--- src/rtl/trig_conditioner.sv ---
// ============================================================================
// Module   : trig_conditioner
// Brief    : Sync, glitch-filter, edge-detect and hold off an external trigger.
// Revision : 1.0 - initial release
// ============================================================================
`default_nettype none

module trig_conditioner #(
    parameter int FILTER_CYCLES  = 4,
    parameter int HOLDOFF_CYCLES = 100000,
    parameter int CNT_W          = 16
) (
    input  logic             clk,
    input  logic             rst,
    input  logic             trig_in,
    input  logic             arm,
    input  logic             seq_busy,
    output logic             trig,
    output logic             armed,
    output logic [CNT_W-1:0] trig_count,
    output logic [CNT_W-1:0] missed_count
);

    localparam int FC_W = $clog2(FILTER_CYCLES + 1);
    localparam int HO_W = $clog2(HOLDOFF_CYCLES + 1);
    localparam logic [FC_W-1:0] c_FILT_LAST = FC_W'(FILTER_CYCLES - 1);
    localparam logic [HO_W-1:0] c_HOLD_LAST = HO_W'(HOLDOFF_CYCLES - 1);

    typedef enum logic [2:0] {
        IDLE      = 3'd0,
        WAIT_LOW  = 3'd1,
        WAIT_HIGH = 3'd2,
        FIRE      = 3'd3,
        HOLDOFF   = 3'd4
    } state_t;

    state_t            r_state;
    state_t            w_next;
    logic              r_s1;
    logic              r_s2;
    logic              r_f;
    logic              r_f_q;
    logic [FC_W-1:0]   r_fcnt;
    logic [HO_W-1:0]   r_hcnt;
    logic [CNT_W-1:0]  r_trig_count;
    logic [CNT_W-1:0]  r_missed_count;
    logic              w_qe;
    logic              w_inc_trig;
    logic              w_inc_miss;

    // Filtered level must disagree with the synced input for FILTER_CYCLES
    // consecutive cycles before it follows.
    always_ff @(posedge clk) begin
        if (rst) begin
            r_s1   <= 1'b0;
            r_s2   <= 1'b0;
            r_f    <= 1'b0;
            r_f_q  <= 1'b0;
            r_fcnt <= '0;
        end else begin
            r_s1  <= trig_in;
            r_s2  <= r_s1;
            r_f_q <= r_f;
            if (r_s2 != r_f) begin
                if (r_fcnt == c_FILT_LAST) begin
                    r_f    <= ~r_f;
                    r_fcnt <= '0;
                end else begin
                    r_fcnt <= r_fcnt + 1'b1;
                end
            end else begin
                r_fcnt <= '0;
            end
        end
    end

    assign w_qe = r_f & ~r_f_q;

    always_ff @(posedge clk) begin
        if (rst) begin
            r_state        <= IDLE;
            r_hcnt         <= '0;
            r_trig_count   <= '0;
            r_missed_count <= '0;
        end else begin
            r_state <= w_next;
            r_hcnt  <= (r_state == HOLDOFF) ? r_hcnt + 1'b1 : '0;
            if (w_inc_trig && (r_trig_count != {CNT_W{1'b1}}))
                r_trig_count <= r_trig_count + 1'b1;
            if (w_inc_miss && (r_missed_count != {CNT_W{1'b1}}))
                r_missed_count <= r_missed_count + 1'b1;
        end
    end

    always_comb begin
        w_next     = r_state;
        w_inc_trig = 1'b0;
        w_inc_miss = 1'b0;
        unique case (r_state)
            IDLE: begin
                if (arm) w_next = WAIT_LOW;
            end
            WAIT_LOW: begin
                if (!r_f) w_next = WAIT_HIGH;
            end
            WAIT_HIGH: begin
                if (w_qe) begin
                    if (seq_busy) begin
                        w_inc_miss = 1'b1;
                        w_next     = WAIT_LOW;
                    end else begin
                        w_next = FIRE;
                    end
                end
            end
            FIRE: begin
                w_inc_trig = 1'b1;
                w_next     = HOLDOFF;
            end
            HOLDOFF: begin
                if (w_qe) w_inc_miss = 1'b1;
                if (r_hcnt == c_HOLD_LAST) w_next = WAIT_LOW;
            end
            default: w_next = IDLE;
        endcase
        // Disarm overrides the transition but an issued FIRE still counts.
        if (!arm) w_next = IDLE;
    end

    assign trig         = (r_state == FIRE);
    assign armed        = (r_state == WAIT_HIGH);
    assign trig_count   = r_trig_count;
    assign missed_count = r_missed_count;

endmodule

`default_nettype wire

--- config.mk ---
export PLATFORM = sky130hd
export DESIGN_NAME = trig_conditioner
export DESIGN_NICKNAME = d
export VERILOG_FILES = /design/src/rtl/trig_conditioner.sv
export SDC_FILE = /design/constraint.sdc
export NUM_CORES = 1
export LEC_CHECK = 0
export CORE_ASPECT_RATIO = 1.1
export CORE_MARGIN = 2
export CORE_UTILIZATION = 52
export CTS_BUF_LIST = sky130_fd_sc_hd__clkbuf_4 sky130_fd_sc_hd__clkbuf_8
export CTS_CLUSTER_SIZE = 16
export DETAILED_ROUTE_END_ITERATION = 10
export PLACE_DENSITY = 0.84
export SYNTH_ARGS = -nofsm -noshare
export SYNTH_HDL_FRONTEND = slang
export SYNTH_SLANG_ARGS = --single-unit
--- constraint.sdc ---
create_clock -name clk -period 1.9 [get_ports clk]
set_input_delay 0.285 -clock clk [delete_from_list [all_inputs] [get_ports clk]]
set_output_delay 0.285 -clock clk [all_outputs]
set_load 0.02 [all_outputs]
; ---- Word level (Yosys, flattened, before mapping)
; Index checks and enable logic that the tools add are counted.
[op_classes]
muxes = 10
reduce_logical = 8
bitwise = 6
add_sub_neg = 4
eq_ne = 12
[ops]
columns = op, count
row1 = $add 16x1->16 const B, 2
row2 = $ne 16x16->1 const B, 2
row3 = $add 17x1->17 const B, 1
row4 = $eq 17x17->1 const B, 1
row5 = $pmux 3 s5, 1
row6 = $eq 3x2->1 const B, 3
row7 = $mux 3, 3
row8 = $not 1->1, 5
row9 = $mux 1, 4
row10 = $ne 2x1->1 const B, 2
row11 = $reduce_or 2->1, 2
row12 = $add 3x1->3 const B, 1
row13 = $eq 3x1->1 const B, 1
row14 = $eq 3x3->1 const B, 1
row15 = $logic_not 3->1, 1
row16 = $reduce_and 3->1, 1
row17 = $reduce_or 3->1, 1
row18 = $logic_and 1x1->1, 2
row19 = $mux 2, 1
row20 = $ne 2x2->1 const B, 1
row21 = $pmux 1 s2, 1
row22 = $reduce_and 2->1, 1
row23 = $and 1x1->1, 1
row24 = $ne 1x1->1, 1
[totals]
elab_cells = 49
reg_bits = 59

; ---- Longest topological paths before layout
[depth]
ltp_word = 5
mapped_depth = 6
ltp_nobuf = 5

; ---- Worst setup path after synthesis
; No wires, ideal clock.
[synth_timing]
path_kind = register to register
startpoint = reg r_missed_count[0], in the netlist missed_count[0]
endpoint = reg r_missed_count[11], in the netlist missed_count[11]
synth_period_minus_slack_ns = 1.925
arrival_ns = 1.804
setup_slack_ns = -0.025
setup_ns = 0.121
stages_incl_launch_ff = 7
required_time_ns = 1.779
path_buffers = 1
cell_sequence = dfxtp_1 -> ha_1 -> and2_1 -> and4bb_1 -> buf_4 -> a211oi_1 -> mux2_2
[synth_via]
elab_chain_cells = 2
word_cells_on_any_way = 3
cone_classes = 1 x add/sub / 1 x eq/ne / 1 x reduce/logical
[synth_lines]
columns = element, line
row1 = start: declaration, 46  ; logic [CNT_W-1:0] r_missed_count;
row2 = start signal: assignment, 91  ; r_missed_count <= r_missed_count + 1'b1;
row3 = "parallel branches: the longest is 2 deep, another holds $add 16x1->16", -
; Several ways; the timed one is not identified.
; A chain may end at the register's enable or synchronous reset.

; ---- Worst setup path in the final report
[layout_timing]
startpoint = reg r_missed_count[0], in the netlist missed_count[0]
endpoint = reg r_missed_count[4], in the netlist missed_count[4]
; Same word-level chain as after synthesis.

==> results.cfg <==
[power_and_ir_drop]
ir_drop_uv = 674
p_leak_uw = 0.00136
p_per_area_nw_per_um2 = 623

[logic_synthesis]
ys_seq_area_share_pct = 39.2
ys_async_sr_fraction_pct = 0
synth_cell_type_count = 49
syn-num-nets = 355
synth_edf_count = 0
yosysWarnings = 0
avgSynthCellArea_um2 = 8.73
syn_area_um2 = 3010
ys_ff_latch = 59
synth_cells = 345
ys.flop_type = dfxtp_1

[critical_path]
r2r_start = missed_count[0]
critical_path.max_stage_delay_ns = 0.32
crit_arrival_ns = 2.05
crit_cells = 6
slowest_stage = dfxtp_2
crit_family = simple AND/OR/NAND/NOR gates
endpoint = missed_count[4]
r2r-end = missed_count[4]
crit_start = missed_count[0]
worst_setup_path_end_kind = flip-flop
r2r_slack_ns = 0.07
crit_buf_inv = 1
reg2reg_depth = 6
worstPathCellList = ha_1 -> and2_1 -> and4bb_2 -> buf_4 -> a211oi_2 -> mux2_4
required_ns = 2.12
worstPathMaxFanout = 5
startpoint_type = flip-flop
crit_type = flip-flop to flip-flop

[global_route]
grt_pass1_wl_um = 11900
antenna_found_initial = 0
track_usage_pct = 22.7
grt_max_degree = 45
grt-ovfl-total = 0
first_global_vias = 2667

[floorplanning]
die_x_um = 76.5
fp-row-count = 29
fp.coreArea_um2 = 5700
fp.dieH_um = 83.8
die-area_um2 = 6410
io_pins = 39
start_util_pct = 52.8

[sta]
max_slew_margin_pct = 57.8
fmax_mhz = 546
finalWorstSetupSlack_ns = 0.0692
finalMaxSlewViolations = 0
period_needed_ns = 1.83
rsz0062_at_grt = no
skew_ns = 0.00579
tightest_slew_ns = 0.627
hold_viol_final = 0
fin_crit_sh_pct = 96.4
whs_ns = 0.307
setup-tns-final_ns = 0
setup_violations = 0

[final_layout]
finalNetCount = 412
final_cell_mix = dfxtp_1 (55), clkdlybuf4s50_1 (35), nor2_1 (33)
diodes = 0
synthToLayoutAreaGrowth_pct = 27.3
drive_gt1_share_pct = 18.0
final_common_cell = dfxtp_1
final_cell_area_um2 = 3830
utilization_pct = 67.3

[clocking]
clkLatencyLatePin_ns = 0.34
cts_htree_levels = 3
cts_tree = built
numCtsBuffers = 9
post_cts_buffers = 0
cts_root_buf = clkbuf_8
cts_sinks = 59
clock_path_buffers = 2
path_clk_slew_ns = 0.07

[drt]
wl_met2_um = 3620
finalWirelength_um = 7070
highest_layer = met4
drc_errors = 0
wl_met1_um = 3050
dr.pass1.iters = 5
wl_met3_um = 319
dr.first_iter.drc_count = 162
ant_nets = 0
route.vias.total = 2777
drt-vias-per-instance = 5.75
wl_per_cell_um = 14.6

[worst_hold_path]
hold_start = rst
hp-class = input pin to flip-flop

[place]
gp_congestion = 0.880
placed_area_um2 = 3600
detailed_place_hpwl_um = 4780
dp_slack_ns = -0.137
portBuffers = 38

[status]
status = complete, no violations

[run]
drv_cap = 0
sequential cells by signal, summed over array words and instances, names as in the netlist:
name,count
r_state,3
r_f,1
r_f_q,1
trig_count,16
r_s2,1
r_s1,1
r_fcnt,3
r_hcnt,17
missed_count,16
timing repair:
action	in CTS	in global routing
hold buffers	0	0
resized for setup	4	12
pin swaps	0	1
setup endpoints to repair	2	8
power by group:
group          total (µW)  switching, µW  internal (µW)
combinational        61.8           35.8           26.0
sequential           1250           7.58           1240
clock                1080            490            588
total                2390            533           1860
per-layer routing:
layer	global-route usage [%]	vias to the layer above
li1	-	1381
met1	27.3	1306
met2	38.4	82
met3	5.52	8
met4	9.92	0
met5	0	-
how the worst min path moves through the flow:
stage	depth (start not counted)	slack (ns)	to
3_5_place_dp	1	0.42	r_fcnt[0]
3_3_place_gp	1	0.41	r_fcnt[0]
4_1_cts	2	0.29	r_f
2_1_floorplan	1	0.40	r_fcnt[0]
6_report	2	0.31	r_f
5_1_grt	2	0.31	r_s1
cell type report:
type,instances,area (µm²)
tap,77,96.3
multi-input combinational,264,1790
clock buffer,9,124
fill,454,1860
clock inverter,6,57.6
inverter,7,26.3
timing repair buffer,61,558
sequential,59,1190
stage by stage:
stage               power (µW)  cells
global placement          1330    468
CTS                       2420    483
floorplan                 1310    345
global route              2490    483
finish                    2390    483
detailed placement        1340    468
worst reg2reg max path: cells and delay by family (launching register included):
family | cells | cell delay, ns
adder cells (fa/ha/maj) | 1 | 0.20
flip-flops | 1 | 0.32
buffers and inverters | 1 | 0.17
AO/OA/AOI/OAI | 1 | 0.27
multiplexers | 1 | 0.32
AND/OR/NAND/NOR | 2 | 0.44
cell usage after synthesis (all sizes together), types with 2 or more instances:
cell    number  share of area [%]
dfxtp       59                 39
nor2        33                4.1
a21oi       29                4.8
nand2       21                2.6
nor2b       18                3.7
nand3       16                2.7
nand4       15                3.1
mux2        13                4.9
or4         13                3.2
o31ai       11                2.7
o21ai        9                1.6
a211oi       8                2.0
buf          8                1.5
xor2         8                2.3
and2         7                1.5
and3         7                1.5
clkbuf       7               0.87
inv          7               0.87
or3          7                1.5
nand2b       6                1.2
and4         5                1.5
ha           5                2.1
nor3         5                1.0
mux2i        3                1.0
nand3b       3                1.2
nor3b        3                1.1
nor4b        2               0.58
o211ai       2               0.50
o41ai        2               0.58
xnor2        2               0.58
logic make-up (layout without fill, tap and decap cells):
| family | count (synthesis) | after routing | share of synthesized area [%] |
|---|---|---|---|
| AND/OR/NAND/NOR | 166 | 166 | 31.9 |
| AO/OA/AOI/OAI | 67 | 67 | 14.8 |
| flip-flops | 59 | 59 | 39.2 |
| buffers and inverters | 22 | 83 | 3.28 |
| multiplexers | 16 | 16 | 5.86 |
| XOR/XNOR | 10 | 10 | 2.91 |
| adder cells (fa/ha/maj) | 5 | 5 | 2.08 |
(Power assumes the default switching activity.)
